File: src/rtl/ram_arb_pkg.sv
// Shared types and defaults for the RAM write-port arbiter and its fill sequencer.
package ram_arb_pkg;

  localparam int DATA_WIDTH_DEF = 16;
  localparam int ADDR_WIDTH_DEF = 15;
  localparam int LEN_WIDTH_DEF  = 15;
  localparam int STAT_WIDTH     = 16;

  typedef enum logic [1:0] {GNT_NONE, GNT_CPU, GNT_HOST, GNT_FILL} grant_e;

  typedef enum logic [1:0] {FILL_IDLE, FILL_RUN, FILL_DONE} fill_state_e;

  // Counters stick at all-ones rather than wrapping back to a misleading small value.
  function automatic logic [STAT_WIDTH-1:0] sat_inc(input logic [STAT_WIDTH-1:0] v);
    return (&v) ? v : v + STAT_WIDTH'(1);
  endfunction

endpackage

File: src/rtl/ram_fill_seq.sv
// Fill sequencer: walks cur_addr from the latched base for the latched length,
// advancing only in cycles where the arbiter grants it the write port.
module ram_fill_seq
  import ram_arb_pkg::*;
#(
  parameter int DATA_WIDTH = DATA_WIDTH_DEF,
  parameter int ADDR_WIDTH = ADDR_WIDTH_DEF,
  parameter int LEN_WIDTH  = LEN_WIDTH_DEF
) (
  input  logic                  clk,
  input  logic                  rst,
  input  logic                  fill_start,
  input  logic [ADDR_WIDTH-1:0] fill_base,
  input  logic [LEN_WIDTH-1:0]  fill_len,
  input  logic [DATA_WIDTH-1:0] fill_value,
  input  logic                  gnt,
  output logic                  req,
  output logic [ADDR_WIDTH-1:0] addr,
  output logic [DATA_WIDTH-1:0] data,
  output logic                  fill_busy,
  output logic                  fill_done
);

  fill_state_e           state;
  logic [ADDR_WIDTH-1:0] cur_addr;
  logic [LEN_WIDTH-1:0]  remaining;
  logic [DATA_WIDTH-1:0] value;

  assign req  = (state == FILL_RUN);
  assign addr = cur_addr;
  assign data = value;

  // NOTE: sequential state uses non-blocking (<=) so every register samples pre-edge values.
  always_ff @(posedge clk) begin
    if (rst) begin
      state     <= FILL_IDLE;
      cur_addr  <= '0;
      remaining <= '0;
      value     <= '0;
      fill_busy <= 1'b0;
      fill_done <= 1'b0;
    end else begin
      fill_done <= 1'b0;
      case (state)
        FILL_IDLE: begin
          if (fill_start) begin
            fill_busy <= 1'b1;
            if (fill_len != '0) begin
              cur_addr  <= fill_base;
              remaining <= fill_len;
              value     <= fill_value;
              state     <= FILL_RUN;
            end else begin
              state     <= FILL_DONE;
              fill_done <= 1'b1;
            end
          end
        end
        FILL_RUN: begin
          if (gnt) begin
            cur_addr  <= cur_addr + ADDR_WIDTH'(1);
            remaining <= remaining - LEN_WIDTH'(1);
            if (remaining == LEN_WIDTH'(1)) begin
              state     <= FILL_DONE;
              fill_done <= 1'b1;
            end
          end
        end
        FILL_DONE: begin
          state     <= FILL_IDLE;
          fill_busy <= 1'b0;
        end
        default: begin
          state     <= FILL_IDLE;
          fill_busy <= 1'b0;
        end
      endcase
    end
  end

endmodule

File: src/rtl/ram_wr_arbiter.sv
// Fixed-priority owner of the shared RAM write port: CPU > host loader > fill sequencer.
// Optional stall statistics are built when RAM_ARB_STATS_EN is defined.
module ram_wr_arbiter
  import ram_arb_pkg::*;
#(
  parameter int DATA_WIDTH = DATA_WIDTH_DEF,
  parameter int ADDR_WIDTH = ADDR_WIDTH_DEF,
  parameter int LEN_WIDTH  = LEN_WIDTH_DEF
) (
  input  logic                  clk,
  input  logic                  rst,
  input  logic                  cpu_we,
  input  logic [ADDR_WIDTH-1:0] cpu_addr,
  input  logic [DATA_WIDTH-1:0] cpu_data,
  input  logic                  host_valid,
  output logic                  host_ready,
  input  logic [ADDR_WIDTH-1:0] host_addr,
  input  logic [DATA_WIDTH-1:0] host_data,
  input  logic                  fill_start,
  input  logic [ADDR_WIDTH-1:0] fill_base,
  input  logic [LEN_WIDTH-1:0]  fill_len,
  input  logic [DATA_WIDTH-1:0] fill_value,
  output logic                  fill_busy,
  output logic                  fill_done,
  output logic                  ram_we,
  output logic [ADDR_WIDTH-1:0] ram_addr,
  output logic [DATA_WIDTH-1:0] ram_data
`ifdef RAM_ARB_STATS_EN
  ,
  output logic [STAT_WIDTH-1:0] stat_host_stall,
  output logic [STAT_WIDTH-1:0] stat_fill_stall
`endif
);

  grant_e                grant;
  logic                  fill_req;
  logic [ADDR_WIDTH-1:0] fill_addr;
  logic [DATA_WIDTH-1:0] fill_data;

  // The CPU cannot stall, so the host is only ever turned away by a CPU store.
  assign host_ready = !rst && !cpu_we;

  // NOTE: grant gets a default before the priority chain so no latch is inferred.
  always_comb begin
    grant = GNT_NONE;
    if (cpu_we)          grant = GNT_CPU;
    else if (host_valid) grant = GNT_HOST;
    else if (fill_req)   grant = GNT_FILL;
  end

  ram_fill_seq #(
    .DATA_WIDTH (DATA_WIDTH),
    .ADDR_WIDTH (ADDR_WIDTH),
    .LEN_WIDTH  (LEN_WIDTH)
  ) u_fill_seq (
    .clk        (clk),
    .rst        (rst),
    .fill_start (fill_start),
    .fill_base  (fill_base),
    .fill_len   (fill_len),
    .fill_value (fill_value),
    .gnt        (grant == GNT_FILL),
    .req        (fill_req),
    .addr       (fill_addr),
    .data       (fill_data),
    .fill_busy  (fill_busy),
    .fill_done  (fill_done)
  );

  // Address/data hold their last value on idle cycles; only ram_we drops.
  always_ff @(posedge clk) begin
    if (rst) begin
      ram_we   <= 1'b0;
      ram_addr <= '0;
      ram_data <= '0;
    end else begin
      ram_we <= (grant != GNT_NONE);
      case (grant)
        GNT_CPU: begin
          ram_addr <= cpu_addr;
          ram_data <= cpu_data;
        end
        GNT_HOST: begin
          ram_addr <= host_addr;
          ram_data <= host_data;
        end
        GNT_FILL: begin
          ram_addr <= fill_addr;
          ram_data <= fill_data;
        end
        default: ;
      endcase
    end
  end

`ifdef RAM_ARB_STATS_EN
  always_ff @(posedge clk) begin
    if (rst) begin
      stat_host_stall <= '0;
      stat_fill_stall <= '0;
    end else begin
      if (host_valid && !host_ready)
        stat_host_stall <= sat_inc(stat_host_stall);
      if (fill_req && (grant != GNT_FILL))
        stat_fill_stall <= sat_inc(stat_fill_stall);
    end
  end
`endif

endmodule
File: config.mk
export PLATFORM = sky130hd
export DESIGN_NAME = ram_wr_arbiter
export DESIGN_NICKNAME = d
export VERILOG_FILES = /design/src/rtl/ram_arb_pkg.sv /design/src/rtl/ram_fill_seq.sv /design/src/rtl/ram_wr_arbiter.sv
export SDC_FILE = /design/constraint.sdc
export NUM_CORES = 1
export LEC_CHECK = 0
export ABC_AREA = 0
export BUFFER_PORTS_ARGS = -buffer_cell sky130_fd_sc_hd__clkbuf_2
export CAP_MARGIN = 20
export CORE_MARGIN = 5
export CORE_UTILIZATION = 30
export CTS_CLUSTER_SIZE = 14
export DETAILED_ROUTE_END_ITERATION = 10
export REMOVE_ABC_BUFFERS = 1
export SKIP_CTS_REPAIR_TIMING = 1
export SLEW_MARGIN = 0
export SYNTH_ARGS = -nofsm -noshare
export SYNTH_HDL_FRONTEND = slang
export SYNTH_SLANG_ARGS = --single-unit
File: constraint.sdc
create_clock -name clk -period 5.1 [get_ports clk]
set_input_delay 1.02 -clock clk [delete_from_list [all_inputs] [get_ports clk]]
set_output_delay 1.02 -clock clk [all_outputs]
set_load 0.05 [all_outputs]
==> run summary, run 1 <==
Status: complete, no violations
Layout cells sized above 1: 0.249
Post-synthesis register bit count: 82
Rows: 44
N_diodes: 0
Clock sinks: 82
Fin nets: 833
Worst slew margin: 0.304
Starting density of the core: 0.302
RSZ-0062 raised after global routing: false
Crit-path slowest cell: clkbuf_2
Syn_area_per_cell: 7.20 um^2
Mux share of post-synthesis cell area: 0
Fraction of the mapped netlist area in simple logic gates: 0.276
Comb power frac: 0.216
Clk buf depth: 2
Post-synthesis sequential area ratio: 0.378
Psw: 0.000581 W
Routability congestion estimate from global placement: 0.780
Sw Share: 0.309
Worst-path fanout max: 38
Synth Warn #: 0
Filler cells: 1533
Crit-path most repeated cell: clkbuf_2
Leak pwr: 2.43 nW
Routed Antenna Nets: 0
Final Skew: 0.00919 ns
Slowest stage delay, CP: 0.52 ns
Synth Area in Compound Gates: 0.258
Main combinational cell family by area after synthesis: simple AND/OR/NAND/NOR gates
Async set or reset register ratio after synthesis: 0
Die Area: 17000 um^2
CTS tree: done
Clk_lat worst skew: 0.34 ns
Setup_tns: 0 ns
Mapped Area: 4340 um^2
Max_cap viols: 0
Number of synthesized flops with an enable pin: 0
1st-iter DRT viols: 266
CTS clk-pin slew, worst paths: 0.06 ns
Maximum clock rate: 293 MHz
Largest net degree at the start of global routing: 63
CP Cell Sequence: clkbuf_2 -> buf_4 -> nor2_1 -> clkbuf_2
CTS H-tree depth: 3
Total number of vias: 4631
Critical path endpoint category: output port
Synth Area in Adders: 0.00864
PD cells: 342 nW/um^2
Die Y: 130 um
Die X: 130 um
Dpl cell area: 5140 um^2
WHS: 0.454 ns
Min-Delay Endpoint: u_fill_seq.data[2]$_SDFFE_PP0P_
Gate Count Post-Synth: 603
GRT overflow: 0
Max Slew Vio Count: 0
Kind of start point of the critical path: input port
Fin area: 5490 um^2
Finish-stage setup viols: 0
XOR/XNOR Fraction of Synth Area: 0.00202
Clock power frac: 0.395
Hold Startpoint: u_fill_seq.data[2]$_SDFFE_PP0P_
Synth unique cells: 50
Post-Route WL: 13.5 mm
Vias in the first global route: 4206
R2r endpoint: ram_data[3]$_SDFFE_PP0P_
Pint: 0.00130 W
Worst VDD drop: 0.132 mV
First-pass GRT wire length: 20.9 mm
Slew @ Worst Pin: 1.04 ns
GR Util All Layers: 0.154
Main synth FF type: dfxtp_1
Total CTS buffers: 9
Num ports: 148
Hold path cells: 2
Drt drc: 0
Final Hold Fails: 0
Power Total: 0.00188 W
Minimum clock period: 3.42 ns
Sequential power share: 0.389
Port buffer count: 147
Worst flop-to-flop path startpoint: u_fill_seq.state[0]$_SDFFE_PP0P_
Drt via density: 5.11
Final HPWL DP: 9.34 mm
Worst path arrival time: 2.40 ns
Register-to-Register Path Depth: 5
Root buffer cell: clkbuf_16
R2r setup slk: 2.58 ns
Routed WL per cell: 14.9 um
Min-Delay Path Class: flip-flop to flip-flop
Core area: 14400 um^2
Critical Path RT: 4.08 ns
Initial antenna violation count: 0
First drt pass iteration count: 5
Final worst path period share: 0.670
Worst Path Class, Setup: input port to output port
Area delta synth->final: 26.4%
Yosys cell counts, types with 3 or more instances:
| cell type | n | area [um^2] |
|---|---|---|
| nor2_1 | 88 | 330 |
| ha_1 | 3 | 37.5 |
| buf_1 | 7 | 26.3 |
| buf_4 | 3 | 22.5 |
| nand4_1 | 5 | 31.3 |
| inv_1 | 31 | 116 |
| o21ai_0 | 23 | 115 |
| nand2_1 | 79 | 297 |
| and2_1 | 4 | 25.0 |
| a311oi_1 | 3 | 26.3 |
| nand3_1 | 11 | 55.1 |
| o31ai_1 | 11 | 82.6 |
| clkbuf_1 | 30 | 113 |
| nand2b_1 | 9 | 56.3 |
| a21oi_1 | 79 | 395 |
| or3_1 | 4 | 25.0 |
| a32oi_1 | 3 | 26.3 |
| o32ai_1 | 3 | 26.3 |
| nor4_1 | 6 | 37.5 |
| or4_1 | 3 | 22.5 |
| nor3_1 | 44 | 220 |
| buf_2 | 9 | 45.0 |
| a221oi_1 | 25 | 219 |
| a211oi_1 | 4 | 30.0 |
| dfxtp_1 | 82 | 1640 |
| nor3b_1 | 3 | 22.5 |
| a22o_1 | 4 | 35.0 |
power by group through the flow:
| stage | Clock (W) | Combinational (W) | Sequential [W] |
|---|---|---|---|
| final | 0.000743 | 0.000406 | 0.000731 |
| after global routing | 0.000787 | 0.000448 | 0.000738 |
| after CTS | 0.000755 | 0.000408 | 0.000731 |
| after detailed placement | 0 | 0.000407 | 0.000745 |
| after global placement | 0 | 0.000406 | 0.000744 |
| after floorplan | 0 | 0.000190 | 0.000807 |
worst max-delay path, delay by kind of cell:
family        cells  cell delay (ns)
buf+inv           3             1.26
simple gates      1             0.09
worst max path at each step:
stage	slack [ns]	startpoint	to	cells past startpoint
5_1_grt	1.55	cpu_we	host_ready	4
3_3_place_gp	1.68	cpu_we	host_ready	4
4_1_cts	1.67	cpu_we	host_ready	4
6_report	1.68	cpu_we	host_ready	4
3_5_place_dp	1.67	cpu_we	host_ready	4
2_1_floorplan	2.19	u_fill_seq.state[0]$_SDFFE_PP0P_	ram_addr[0]$_SDFFE_PP0P_	4
through the flow:
stage	utilization	cells	worst slack [ns]
global route	0.382	906	1.55
CTS	0.381	905	1.67
global placement	0.358	889	1.68
finish	0.382	906	1.68
floorplan	-	553	2.19
detailed placement	0.358	889	1.67
area by class of cell:
cell class                      count  area [um^2]  area share
Sequential cell                    82         1640       0.299
Inverter                           31          116      0.0212
Timing Repair Buffer              153          787       0.143
Tap cell                          184          230      0.0419
Clock buffer                       12          267      0.0485
Clock inverter                      4         72.6      0.0132
Multi-Input combinational cell    440         2380       0.433
kinds of logic (layout without fill, tap and decap cells):
logic type | count (synthesis) | in the layout
buf+inv | 81 | 200
xor+xnor | 1 | 1
simple gates | 264 | 264
compound gates | 172 | 172
flops | 82 | 82
fa+ha+maj | 3 | 3
layout by cell type, fill, tap and decap left out, types with 3 or more instances in the layout:
cell type and count:
a22o_1 4, nand2b_1 8, clkbuf_2 146, ha_1 3, a211oi_1 4, dfxtp_1 82, o31ai_1 11, nor3_1 44
a311oi_1 3, nor2_1 88, buf_4 5, or4_1 3, o32ai_1 3, clkbuf_8 4, and2_1 4, a32oi_1 3
nor3b_1 3, a21oi_1 79, nor4_1 6, nand4_1 5, a221oi_1 25, nand2_1 79, clkbuf_16 9, or3_1 4
inv_1 31, nand3_1 11, o21ai_0 23
registers in the layout, summed over array words and instances (netlist names):
register	flops
u_fill_seq.fill_busy	1
ram_we	1
u_fill_seq.state	2
u_fill_seq.remaining	15
ram_addr	15
u_fill_seq.fill_done	1
ram_data	16
u_fill_seq.addr	15
u_fill_seq.data	16
metal layers:
metal  up-vias  track usage  wire length [um]
met4         0       0.0544               230
met1      2117        0.209              6320
met2       139        0.246              6160
li1       2358            -                 -
met3        17       0.0295               811
met5         -            0                 0
Note: power is estimated with default switching activity, not from simulation.
==> inputs of run 2 (changes only) <==
clock period = 3.4 ns   (was 5.1 ns; I/O delays follow)
==> run 2 against run 1 <==
  * Final cell count increased by 0.66%
  * Power grew 40%
  * Worst hold slack improved by 0.0014 ns
  * Routed wire length rose by 2.4%
  * Critical path type is now flip-flop to flip-flop
  * Register-to-register slack got worse by 1.6 ns
  * Sequential share of layout area is 0.096 points higher
  * Clock skew decreased by 0.0052 ns
  * First-iteration DRC count is 17% higher
  * Design area fell by 0.32%
  * Global-route usage increased by 0.67 points
  * Critical endpoint is now u_fill_seq.addr[5]$_SDFFE_PP0P_
==> run summary, run 2 (synthesis gave the netlist of run 1 again) <==
Status: complete, no violations
CTS tree: done
First drt pass iteration count: 5
Critical Path RT: 3.63 ns
Final HPWL DP: 9.80 mm
Register-to-Register Path Depth: 5
Worst slew margin: 0.512
Hold Startpoint: u_fill_seq.data[3]$_SDFFE_PP0P_
Die X: 130 um
Min-Delay Path Class: flip-flop to flip-flop
Routability congestion estimate from global placement: 0.772
Final Skew: 0.00402 ns
Total CTS buffers: 9
Leak pwr: 2.42 nW
Core area: 14400 um^2
RSZ-0062 raised after global routing: false
Filler cells: 1555
Layout cells sized above 1: 0.254
Clock sinks: 82
Initial antenna violation count: 0
Setup_tns: 0 ns
Commonest non-fill, non-tap cells in the layout: 146 x clkbuf_2, 88 x nor2_1, 82 x dfxtp_1
GRT overflow: 0
Drt drc: 0
Final worst path period share: 0.706
Root buffer cell: clkbuf_16
Max_cap viols: 0
CTS clk-pin slew, worst paths: 0.06 ns
Rows: 44
Register area: 1640 um^2
Minimum clock period: 2.40 ns
Die Area: 17000 um^2
CP startpoint: u_fill_seq.state[0]$_SDFFE_PP0P_
Fin nets: 840
Worst flop-to-flop path startpoint: u_fill_seq.state[0]$_SDFFE_PP0P_
Critical path endpoint category: flip-flop
N_diodes: 0
Worst-path fanout max: 24
CTS H-tree depth: 3
1st-iter DRT viols: 310
Routed WL per cell: 15.2 um
Area delta synth->final: 26.0%
Vias in the first global route: 4343
Finish-stage setup viols: 0
GR Util All Layers: 0.161
PD cells: 482 nW/um^2
Clk_lat worst skew: 0.34 ns
Die Y: 130 um
Max Slew Vio Count: 0
First-pass GRT wire length: 21.8 mm
Most common cell after layout, fill and taps aside: clkbuf_2
Maximum clock rate: 417 MHz
Worst Path Class, Setup: flip-flop to flip-flop
Worst setup path end: u_fill_seq.addr[5]$_SDFFE_PP0P_
Worst VDD drop: 0.229 mV
Multi-input gate area: 2380 um^2
Final Hold Fails: 0
Routed Antenna Nets: 0
Slew @ Worst Pin: 0.730 ns
Total number of vias: 4596
R2r endpoint: u_fill_seq.addr[5]$_SDFFE_PP0P_
Port buffer count: 147
Num ports: 148
R2r setup slk: 1.00 ns
Kind of start point of the critical path: flip-flop
Starting density of the core: 0.302
Drt via density: 5.04
Power Total: 0.00264 W
Clk buf depth: 2
Worst path arrival time: 2.63 ns
Largest net degree at the start of global routing: 46
Post-Route WL: 13.8 mm
[run 2: changes by cell type in the layout (fill, tap and decap cells not counted), sizes merged]
cell / delta
buf: +8
bufinv: -2
clkbuf: -2
clkinv: +1
clkinvlp: +1
[run 2: report_power, final]
| part | leakage [nW] | internal, W | switching, W |
|---|---|---|---|
| clock | 0.128 | 0.000511 | 0.000410 |
| combinational | 1.62 | 0.000216 | 0.000403 |
| sequential | 0.677 | 0.00104 | 0.0000618 |
[run 2: area by class of cell]
cell class,count,area share
repair buffers,160,0.153
inverters,31,0.0213
flip-flops and latches,82,0.300
clock buffers,11,0.0443
multi-input cells,440,0.434
clock inverters,4,0.00526
well taps,184,0.0420
[run 2: through the flow]
step | cell area [um^2] | instances | setup slack [ns] | utilization | hold WS [ns]
global route | 5480 | 912 | 0.829 | 0.381 | 0.482
CTS | 5460 | 911 | 0.953 | 0.380 | 0.458
detailed placement | 5190 | 896 | 0.693 | 0.361 | 0.448
floorplan | 4130 | 553 | 0.486 | - | 0.431
finish | 5480 | 912 | 1.00 | 0.381 | 0.455
global placement | 5190 | 896 | 0.745 | 0.361 | 0.445
[run 2: routing by layer]
layer  part of all wire  wire, um  up-vias  track usage
li1                   -         -     2366            -
met1               0.47      6520     2086        0.222
met2               0.46      6330      130        0.258
met3              0.058       809       14       0.0258
met4              0.014       187        0       0.0502
met5                  0         0        -            0
[run 2: how the worst min path moves through the flow]
stage / endpoint / slack, ns / depth (start not counted)
floorplan: u_fill_seq.data[0]$_SDFFE_PP0P_ / 0.43 / 2
global placement: u_fill_seq.data[0]$_SDFFE_PP0P_ / 0.44 / 2
detailed placement: u_fill_seq.data[9]$_SDFFE_PP0P_ / 0.45 / 2
CTS: u_fill_seq.data[9]$_SDFFE_PP0P_ / 0.46 / 2
global route: u_fill_seq.data[1]$_SDFFE_PP0P_ / 0.48 / 2
finish: u_fill_seq.data[3]$_SDFFE_PP0P_ / 0.46 / 2
[run 2: critical path, stage by stage (launching register included)]
cell      delay (ns)
dfxtp_1         0.58
or3b_4          0.46
a21oi_4         0.22
a21boi_4        0.65
nand2_1         0.10
a31o_2          0.27
